==> src/rtl/mmio_uart_ctrl_if.sv <==
// MMIO request bus between the EX stage (master) and the MMIO controller (slave).
//   req_valid : access this cycle
//   req_we    : 1 = store, 0 = load
//   req_addr  : byte offset within the MMIO window
//   req_wdata : store data
//   rdata     : registered load data, valid the cycle after a load
interface mmio_uart_ctrl_if;
   logic        req_valid;
   logic        req_we;
   logic [7:0]  req_addr;
   logic [31:0] req_wdata;
   logic [31:0] rdata;

   modport master (output req_valid, req_we, req_addr, req_wdata, input rdata);
   modport slave  (input req_valid, req_we, req_addr, req_wdata, output rdata);
endinterface

==> src/rtl/mmio_uart_ctrl.sv <==
// MMIO controller: RX byte FIFO, TX holding register, cycle/instret counters.
//   clk, rst        : core clock, asynchronous active-low reset
//   bus             : MMIO request bus (slave side)
//   inst_retire     : one pulse per retired instruction
//   uart_rx_*       : byte stream from the UART receiver (ready = FIFO not full)
//   uart_tx_*       : byte stream to the UART transmitter (valid = holding reg full)
module mmio_uart_ctrl #(
   parameter int unsigned FIFO_DEPTH = 8,
   parameter int unsigned CNT_WIDTH  = 32
) (
   input  logic                 clk,
   input  logic                 rst,
   mmio_uart_ctrl_if.slave      bus,
   input  logic                 inst_retire,
   input  logic [7:0]           uart_rx_data,
   input  logic                 uart_rx_valid,
   output logic                 uart_rx_ready,
   output logic [7:0]           uart_tx_data,
   output logic                 uart_tx_valid,
   input  logic                 uart_tx_ready
);

   localparam int unsigned PTR_W  = $clog2(FIFO_DEPTH);
   localparam int unsigned FCNT_W = PTR_W + 1;

   localparam logic [7:0] ADDR_STATUS  = 8'h00;
   localparam logic [7:0] ADDR_RX      = 8'h04;
   localparam logic [7:0] ADDR_TX      = 8'h08;
   localparam logic [7:0] ADDR_CYCLE   = 8'h10;
   localparam logic [7:0] ADDR_INSTRET = 8'h14;
   localparam logic [7:0] ADDR_CLR     = 8'h18;

   logic [7:0]           fifo_mem [FIFO_DEPTH];
   logic [PTR_W-1:0]     rd_ptr, wr_ptr;
   logic [FCNT_W-1:0]    fifo_count;
   logic [CNT_WIDTH-1:0] cycle_cnt, instret_cnt;
   logic                 tx_drop;

   logic        rd_hit, wr_hit;
   logic        rx_nonempty, push, pop;
   logic        tx_free, tx_wr, tx_load, drop_clr, cnt_clr;
   logic [31:0] rd_mux;
   logic        unused_wdata;

   // Access decode; everything below acts on the request-cycle edge.
   assign rd_hit      = bus.req_valid && !bus.req_we;
   assign wr_hit      = bus.req_valid &&  bus.req_we;
   assign rx_nonempty = (fifo_count != '0);
   assign uart_rx_ready = (fifo_count != FCNT_W'(FIFO_DEPTH));
   assign push        = uart_rx_valid && uart_rx_ready;
   assign pop         = rd_hit && (bus.req_addr == ADDR_RX) && rx_nonempty;
   assign tx_free     = !uart_tx_valid || uart_tx_ready;
   assign tx_wr       = wr_hit && (bus.req_addr == ADDR_TX);
   assign tx_load     = tx_wr && tx_free;
   assign drop_clr    = wr_hit && (bus.req_addr == ADDR_STATUS) && bus.req_wdata[9];
   assign cnt_clr     = wr_hit && (bus.req_addr == ADDR_CLR);
   assign unused_wdata = ^{bus.req_wdata[31:10], bus.req_wdata[8]};

   // Load data mux, built from pre-update state.
   always_comb begin
      rd_mux = '0;
      case (bus.req_addr)
         ADDR_STATUS:  rd_mux = {22'b0, tx_drop, 7'(fifo_count), tx_free, rx_nonempty};
         ADDR_RX:      rd_mux = {24'b0, rx_nonempty ? fifo_mem[rd_ptr] : 8'h00};
         ADDR_CYCLE:   rd_mux = 32'(cycle_cnt);
         ADDR_INSTRET: rd_mux = 32'(instret_cnt);
         default:      rd_mux = '0;
      endcase
   end

   // Registered read data; holds on idle cycles and stores.
   always_ff @(posedge clk or negedge rst) begin
      if (!rst)        bus.rdata <= '0;
      else if (rd_hit) bus.rdata <= rd_mux;
   end

   // FIFO storage needs no reset: the pointers define what is valid.
   always_ff @(posedge clk) begin
      if (push) fifo_mem[wr_ptr] <= uart_rx_data;
   end

   // FIFO pointers and occupancy; power-of-two depth wraps naturally.
   always_ff @(posedge clk or negedge rst) begin
      if (!rst) begin
         rd_ptr     <= '0;
         wr_ptr     <= '0;
         fifo_count <= '0;
      end else begin
         if (push) wr_ptr <= wr_ptr + PTR_W'(1);
         if (pop)  rd_ptr <= rd_ptr + PTR_W'(1);
         case ({push, pop})
            2'b10:   fifo_count <= fifo_count + FCNT_W'(1);
            2'b01:   fifo_count <= fifo_count - FCNT_W'(1);
            default: fifo_count <= fifo_count;
         endcase
      end
   end

   // TX holding register; a load in the handshake cycle refills it directly.
   always_ff @(posedge clk or negedge rst) begin
      if (!rst) begin
         uart_tx_valid <= 1'b0;
         uart_tx_data  <= '0;
         tx_drop       <= 1'b0;
      end else begin
         if (tx_load) begin
            uart_tx_data  <= bus.req_wdata[7:0];
            uart_tx_valid <= 1'b1;
         end else if (uart_tx_ready) begin
            uart_tx_valid <= 1'b0;
         end
         if (tx_wr && !tx_free) tx_drop <= 1'b1;
         else if (drop_clr)     tx_drop <= 1'b0;
      end
   end

   // Free-running counters; clear has priority over increment.
   always_ff @(posedge clk or negedge rst) begin
      if (!rst) begin
         cycle_cnt   <= '0;
         instret_cnt <= '0;
      end else if (cnt_clr) begin
         cycle_cnt   <= '0;
         instret_cnt <= '0;
      end else begin
         cycle_cnt <= cycle_cnt + CNT_WIDTH'(1);
         if (inst_retire) instret_cnt <= instret_cnt + CNT_WIDTH'(1);
      end
   end

endmodule

==> src/flat_wrapper.sv <==
// flat-port wrapper written by rule: the top's interface ports become plain ports
module mmio_uart_ctrl_flat 
#(
   parameter int unsigned FIFO_DEPTH = 8,
   parameter int unsigned CNT_WIDTH  = 32
)
  (clk, rst, inst_retire, uart_rx_data, uart_rx_valid, uart_rx_ready, uart_tx_data, uart_tx_valid, uart_tx_ready, bus_req_valid, bus_req_we, bus_req_addr, bus_req_wdata, bus_rdata);
  mmio_uart_ctrl_if bus_i ();
  input  logic clk;
  input  logic rst;
  input  logic inst_retire;
  input  logic [7:0] uart_rx_data;
  input  logic uart_rx_valid;
  output logic uart_rx_ready;
  output logic [7:0] uart_tx_data;
  output logic uart_tx_valid;
  input  logic uart_tx_ready;
  input wire logic [$bits(bus_i.req_valid)-1:0] bus_req_valid;
  input wire logic [$bits(bus_i.req_we)-1:0] bus_req_we;
  input wire logic [$bits(bus_i.req_addr)-1:0] bus_req_addr;
  input wire logic [$bits(bus_i.req_wdata)-1:0] bus_req_wdata;
  output wire logic [$bits(bus_i.rdata)-1:0] bus_rdata;
  assign bus_i.req_valid = bus_req_valid;
  assign bus_i.req_we = bus_req_we;
  assign bus_i.req_addr = bus_req_addr;
  assign bus_i.req_wdata = bus_req_wdata;
  assign bus_rdata = bus_i.rdata;
  mmio_uart_ctrl #(.FIFO_DEPTH(FIFO_DEPTH), .CNT_WIDTH(CNT_WIDTH)) u_core (.clk(clk), .rst(rst), .bus(bus_i), .inst_retire(inst_retire), .uart_rx_data(uart_rx_data), .uart_rx_valid(uart_rx_valid), .uart_rx_ready(uart_rx_ready), .uart_tx_data(uart_tx_data), .uart_tx_valid(uart_tx_valid), .uart_tx_ready(uart_tx_ready));
endmodule
==> config.mk <==
export PLATFORM = sky130hd
export DESIGN_NAME = mmio_uart_ctrl_flat
export DESIGN_NICKNAME = d
export VERILOG_FILES = /design/src/rtl/mmio_uart_ctrl_if.sv /design/src/rtl/mmio_uart_ctrl.sv /design/src/flat_wrapper.sv
export SDC_FILE = /design/constraint.sdc
export NUM_CORES = 1
export LEC_CHECK = 0
export BUFFER_PORTS_ARGS = -buffer_cell sky130_fd_sc_hd__buf_2
export CORE_MARGIN = 2
export CORE_UTILIZATION = 58
export CTS_CLUSTER_SIZE = 24
export DETAILED_ROUTE_END_ITERATION = 10
export PLACE_DENSITY = 0.88
export SETUP_SLACK_MARGIN = 0.02
export SYNTH_ARGS = -nofsm -noshare
export SYNTH_HDL_FRONTEND = slang
export SYNTH_SLANG_ARGS = --single-unit
export TNS_END_PERCENT = 1
==> constraint.sdc <==
create_clock -name clk -period 4.05 [get_ports clk]
set_input_delay 1.0125 -clock clk [delete_from_list [all_inputs] [get_ports clk]]
set_output_delay 1.0125 -clock clk [all_outputs]
set_load 0.01 [all_outputs]
==> impl_metrics.yaml, run 1 <==
place:
  hpwl_um: 13400
  placed_area_um2: 8870
  dp_cells: 944
  port_buffers: 73
  finalWeightedCongestion: 0.877
logic_synthesis:
  yosysTopAreaCellShare_pct: 34.8
  yosysWarningCount: 0
  yosysMostFrequentCell: "dfrtp_1"
  synth-edff-count: 64
  synth.ff_latch_count: 180
  syn_inst: 716
  synth_top_cells_by_count: "dfrtp_1 (116), edfxtp_1 (64), nand2_1 (59)"
  synth.area.top_cells: "dfrtp_1 (35%), edfxtp_1 (23%), mux4_2 (4.3%)"
  syn_nets: 778
  yosysSeqAreaShare_pct: 57.9
  ys.flop_type: "dfrtp_1"
  synth.distinct_cells: 44
  ys_async_sr_fraction_pct: 64.4
  netlist_area_um2: 8340
  yosys.area.top_type: "dfrtp_1"
  synth.avg_cell_area_um2: 11.6
die:
  coreArea_um2: 13900
  start_util_pct: 59.8
  fp.dieArea_um2: 15300
  fp.dieH_um: 124
  placement_rows: 43
  die_width_um: 124
  ios: 97
finish:
  post-route-cell-area_um2: 9500
  area_growth_pct: 14.0
  drive_above_1_share_pct: 19.8
  diodes: 0
  layout.nets: 845
  fin_cells: 976
outcome:
  status: "complete, no violations"
timing:
  timing.hold.ws_ns: 0.479
  worst_slew_pin_slew_ns: 1.13
  tns_ns: 0
  post-route-period-util_pct: 82.1
  max_slew_margin_pct: 23.8
  finClkSkew_ns: 0.0101
  finalHoldViolCount: 0
  grt_setup_unrepaired: "no"
  post-route-min-period_ns: 3.32
  report.final.slew_viol_count: 0
  max_freq_mhz: 301
  finalSetupViolations: 0
setup_path:
  r2r-start: "u_core.fifo_count[1]"
  cp_num_buf_inv: 1
  startpoint: "bus_req_addr[2]"
  path_delay_family: "simple AND/OR/NAND/NOR gates"
  path_class: "input pin to flop"
  cp-end-kind: "flop"
  critPathMaxStageDelay_ns: 0.45
  cp.depth: 11
  critPathLaunchType: "input pin"
  crit_slowest_cell: "nor4b_1"
  cp_max_fo: 13
  crit_arrival_ns: 3.64
  required_ns: 4.37
  reg2reg_depth: 10
  cp_cell_sequence: "buf_2 -> nor4b_1 -> and3_1 -> and2_1 -> ha_1 -> xor2_1 -> ha_1 -> a21oi_1 -> xor2_1 -> nor2_1 -> xor2_1"
  worst_path_most_repeated_cell: "xor2_1"
drt:
  via_per_inst: 6.65
  wirelength_um: 19900
  dr.pass1.iters: 6
  drcViolationCount: 0
  vias: 6491
  ant_nets: 0
  wl_per_cell_um: 20.4
  drt_iter0_markers: 939
pwr:
  power_leakage_nw: 3.73
  power.density_nw_per_um2: 485
  vdd_ir_drop_max_v: 0.000334
grt:
  antenna_found_initial: 0
  grt_max_degree: 84
  gr-total-overflow: 0
  grt_pass1_wl_um: 31900
  grt_usage_pct: 27.7
  first_global_vias: 6135
min_path:
  hold_depth: 2
  hold_path.class: "flop to flop"
  hold_start: "u_core.bus.rdata[27]"
cts:
  ctsHoldBuffers: 0
  cts_made_buffers: 17
  cts_tree: "yes"
  cts.sinks: 180
  clockBufferDepth: 2
  cts_resized: 0
  clk_pin_slew_worst_paths_ns: 0.08
  cts-root-buf: "clkbuf_16"
  cts_setup_buffers: 0
  clk_latency_ns: 0.45
  h-tree-depth: 4
job:
  maxCapViolCount: 0
[stage by stage]
stage               worst slack [ns]  util, %  power [mW]
global route                   0.477     68.2        4.77
CTS                            0.777     68.2        4.62
detailed placement             0.448     63.6        2.91
floorplan                      0.799        -        2.66
global placement               0.524     63.6        2.84
finish                         0.726     68.2        4.61
[worst min-delay path, stage by stage, from the launching register on]
cell and delay (ns):
dfrtp_1 0.34, nand2_1 0.04, o21ai_0 0.06
[final cells by class]
class / instances / area [µm²]
Sequential cell: 180 / 4820
Inverter: 6 / 22.5
Tap cell: 180 / 225
Clock inverter: 15 / 209
Multi-Input combinational cell: 490 / 3310
Clock buffer: 17 / 425
Timing Repair Buffer: 88 / 480
Fill cell: 930 / 4430
[registers in the layout, summed over array words and instances, names as in the netlist]
name and cells:
u_core.bus.rdata 32, u_core.cycle_cnt 32, u_core.fifo_count 4, u_core.fifo_mem 64
u_core.instret_cnt 32, u_core.rd_ptr 3, u_core.tx_drop 1, u_core.uart_tx_data 8
u_core.uart_tx_valid 1, u_core.wr_ptr 3
[power by group]
part	switching, mW	internal (mW)	leakage (nW)	total, mW
clock network	0.854	0.863	0.306	1.72
logic	0.297	0.230	1.28	0.528
registers	0.248	2.11	2.14	2.36
[placed cells by master (no fill, tap or decap), types with 3 or more instances in the layout]
cell / Yosys / layout
a21oi_1: 43 / 43
a22oi_1: 24 / 24
a31oi_1: 5 / 5
and2_1: 8 / 8
and3_1: 7 / 6
and4_1: 9 / 9
buf_2: 17 / 72
buf_4: 1 / 16
clkbuf_16: 0 / 17
clkinv_8: 0 / 5
dfrtp_1: 116 / 116
edfxtp_1: 64 / 64
ha_1: 7 / 7
inv_1: 6 / 6
inv_12: 0 / 4
inv_8: 0 / 4
mux2_2: 18 / 18
mux2i_1: 7 / 7
mux4_2: 16 / 16
nand2_1: 59 / 59
nand2b_1: 11 / 11
nand3_1: 34 / 34
nand4_1: 25 / 25
nor2_1: 36 / 36
nor3_1: 11 / 11
nor4_1: 8 / 8
o21ai_0: 43 / 43
o31ai_1: 19 / 19
or3_1: 21 / 21
or3b_2: 3 / 3
or4_1: 27 / 27
xnor2_1: 11 / 11
xor2_1: 19 / 19
[worst paths after layout]
path	to	slack, ns
worst max-delay path	u_core.fifo_count[2]	0.73
min in group asynchronous	u_core.cycle_cnt[24]	0.75
worst min-delay path	u_core.bus.rdata[27]	0.48
worst max register to register	u_core.fifo_count[2]	1.03
worst min register to register	u_core.bus.rdata[27]	0.48
max in group asynchronous	u_core.bus.rdata[4]	2.39
[layer usage]
layer  vias up  part of all wire (%)  global-route usage [%]
li1       2859                     -                       -
met2       383                    51                    46.7
met3        62                   8.1                    6.27
met1      3187                    38                    35.1
met4         0                   2.7                    10.4
met5         -                     0                       0
[logic make-up after synthesis]
group	synth area share, %
buffers and inverters	2.37
DFF	57.9
muxes	7.60
adders and majority gates	1.05
and+or+nand+nor	17.4
xor gates and xnor gates	3.15
AOI/OAI and AO/OA	10.6
Note: power is estimated with default switching activity, not from simulation.
==> run 2: changes to the inputs <==
Settings changed: CORE_UTILIZATION 58 to 53, PLACE_DENSITY 0.88 to 0.85.
Clock period 4.05 ns to 2.8 ns, I/O delays scaled along.
==> run 2 against run 1 <==
- die area rose by 9.1%
- global-route usage fell by 1.6 points
- core utilization decreased by 4.7 points
- worst setup slack lost 0.54 ns
- combinational power is 66% higher
- hold slack got worse by 0.23 ns
- register-to-register slack lost 0.85 ns
- non-clock buffer count increased by 18
- sequential power grew 43%
- critical path type is now flop to flop
- largest power group unchanged
- highest routed layer unchanged
==> impl_metrics.yaml, run 2 (synthesis results as in run 1) <==
die:
  die_width_um: 129
  ios: 97
  start_util_pct: 54.6
  coreArea_um2: 15300
  fp.dieH_um: 129
  placement_rows: 45
  fp.dieArea_um2: 16700
cts:
  clockBufferDepth: 2
  cts_setup_buffers: 0
  clk_latency_ns: 0.44
  h-tree-depth: 4
  clk_pin_slew_worst_paths_ns: 0.08
  cts-root-buf: "clkbuf_16"
  cts_made_buffers: 17
  cts_tree: "yes"
  cts.sinks: 180
  ctsHoldBuffers: 0
  cts_resized: 0
setup_path:
  required_ns: 3.13
  startpoint: "u_core.fifo_count[1]"
  cp_cell_sequence: "or4_1 -> and3_1 -> and2_1 -> ha_2 -> xor2_1 -> ha_1 -> a21oi_1 -> xor2_1 -> nor2_1 -> xor2_1"
  cp_max_fo: 5
  path_class: "flop to flop"
  worst_path_most_repeated_cell: "xor2_1"
  cp-end-kind: "flop"
  critPathLaunchType: "flop"
  crit_arrival_ns: 2.95
  r2r-start: "u_core.fifo_count[1]"
  crit_slowest_cell: "or4_1"
  critPathMaxStageDelay_ns: 0.58
place:
  dp_cells: 993
  pre_cts_slack_ns: 0.0563
  finalWeightedCongestion: 0.856
  port_buffers: 73
  placed_area_um2: 9070
  hpwl_um: 13100
finish:
  area_growth_pct: 16.3
  mostFrequentLayoutCells: "dfrtp_1 (116), buf_2 (72), edfxtp_1 (64)"
  largest_reg_flops: 64
  layout_commonest_cell: "dfrtp_1"
  layout.nets: 863
  regMostFlops: "u_core.fifo_mem"
  fin_cells: 1025
  fill_cells: 1147
  diodes: 0
  post-route-cell-area_um2: 9690
  drive_above_1_share_pct: 21.9
grt:
  first_global_vias: 6429
  grt_pass1_wl_um: 33400
  grt_usage_pct: 26.1
  grt_max_degree: 51
  antenna_found_initial: 0
  gr-total-overflow: 0
drt:
  via_per_inst: 6.36
  wl_per_cell_um: 20.1
  vias: 6515
  drcViolationCount: 0
  wirelength_um: 20600
  drt_iter0_markers: 714
  dr.pass1.iters: 6
  ant_nets: 0
timing:
  report.final.slew_viol_count: 0
  grt_setup_unrepaired: "no"
  worst_slew_pin_slew_ns: 0.706
  post-route-min-period_ns: 2.62
  finClkSkew_ns: 0.0127
  finalSetupViolations: 0
  setup_slack_ns: 0.182
  post-route-period-util_pct: 93.5
  tns_ns: 0
  finalHoldViolCount: 0
  timing.hold.ws_ns: 0.252
  max_freq_mhz: 382
  max_slew_margin_pct: 52.9
pwr:
  vdd_ir_drop_max_v: 0.000520
  power.density_nw_per_um2: 687
  power_leakage_nw: 3.81
outcome:
  status: "complete, no violations"
min_path:
  hold_path.class: "input pin to asynchronous set/reset pin"
job:
  maxCapViolCount: 0
[run 2: cell types whose count changed in the layout (fill, tap and decap cells not counted), sizes merged]
cell / delta
buf: +18
inv: -3
clkinv: +2
clkinvlp: +1
[run 2: metal layers]
layer / vias to the layer above / wire length (µm) / track usage (%)
met5: - / 0 / 0
met4: 0 / 715 / 10.8
met3: 58 / 1520 / 5.20
met2: 342 / 10000 / 42.4
met1: 3226 / 8400 / 34.8
li1: 2889 / - / -
[run 2: path summary, 6_finish.rpt]
path / to / slack, ns / cells past startpoint
max: u_core.fifo_count[2] / 0.18 / 10
min: u_core.cycle_cnt[26] / 0.25 / 1
max reg2reg: u_core.fifo_count[2] / 0.18 / 10
min reg2reg: u_core.bus.rdata[23] / 0.48 / 2
max in group asynchronous: u_core.bus.rdata[27] / 1.83 / 2
min in group clk: u_core.bus.rdata[23] / 0.48 / 2
[run 2: final cells by class]
cell class              count  area (µm²)  share of cell area, %
repair buffers            106         641                   6.61
clock buffers              17         425                   4.39
clock inverters            15         190                   1.96
multi-input cells         490        3320                   34.3
inverters                   6        22.5                  0.232
flip-flops and latches    180        4820                   49.8
well taps                 211         264                   2.72
[run 2: critical path, delay by kind of cell, from the launching register on]
family / cells / cell delay, ns
xor gates and xnor gates: 3 / 0.49
DFF: 1 / 0.40
and+or+nand+nor: 4 / 1.04
AOI/OAI and AO/OA: 1 / 0.16
adders and majority gates: 2 / 0.42
[run 2: power by group]
part | internal, mW | leakage [nW] | switching (mW)
logic | 0.385 | 1.37 | 0.490
registers | 3.06 | 2.14 | 0.319
clock network | 1.22 | 0.296 | 1.19
total | 4.66 | 3.81 | 2.00
[run 2: stage by stage]
stage          power, mW  util, %
2_1_floorplan       3.85        -
3_3_place_gp        4.19     59.5
3_5_place_dp        4.26     59.5
4_1_cts             6.67     63.5
5_1_grt             6.92     63.5
6_report            6.66     63.5
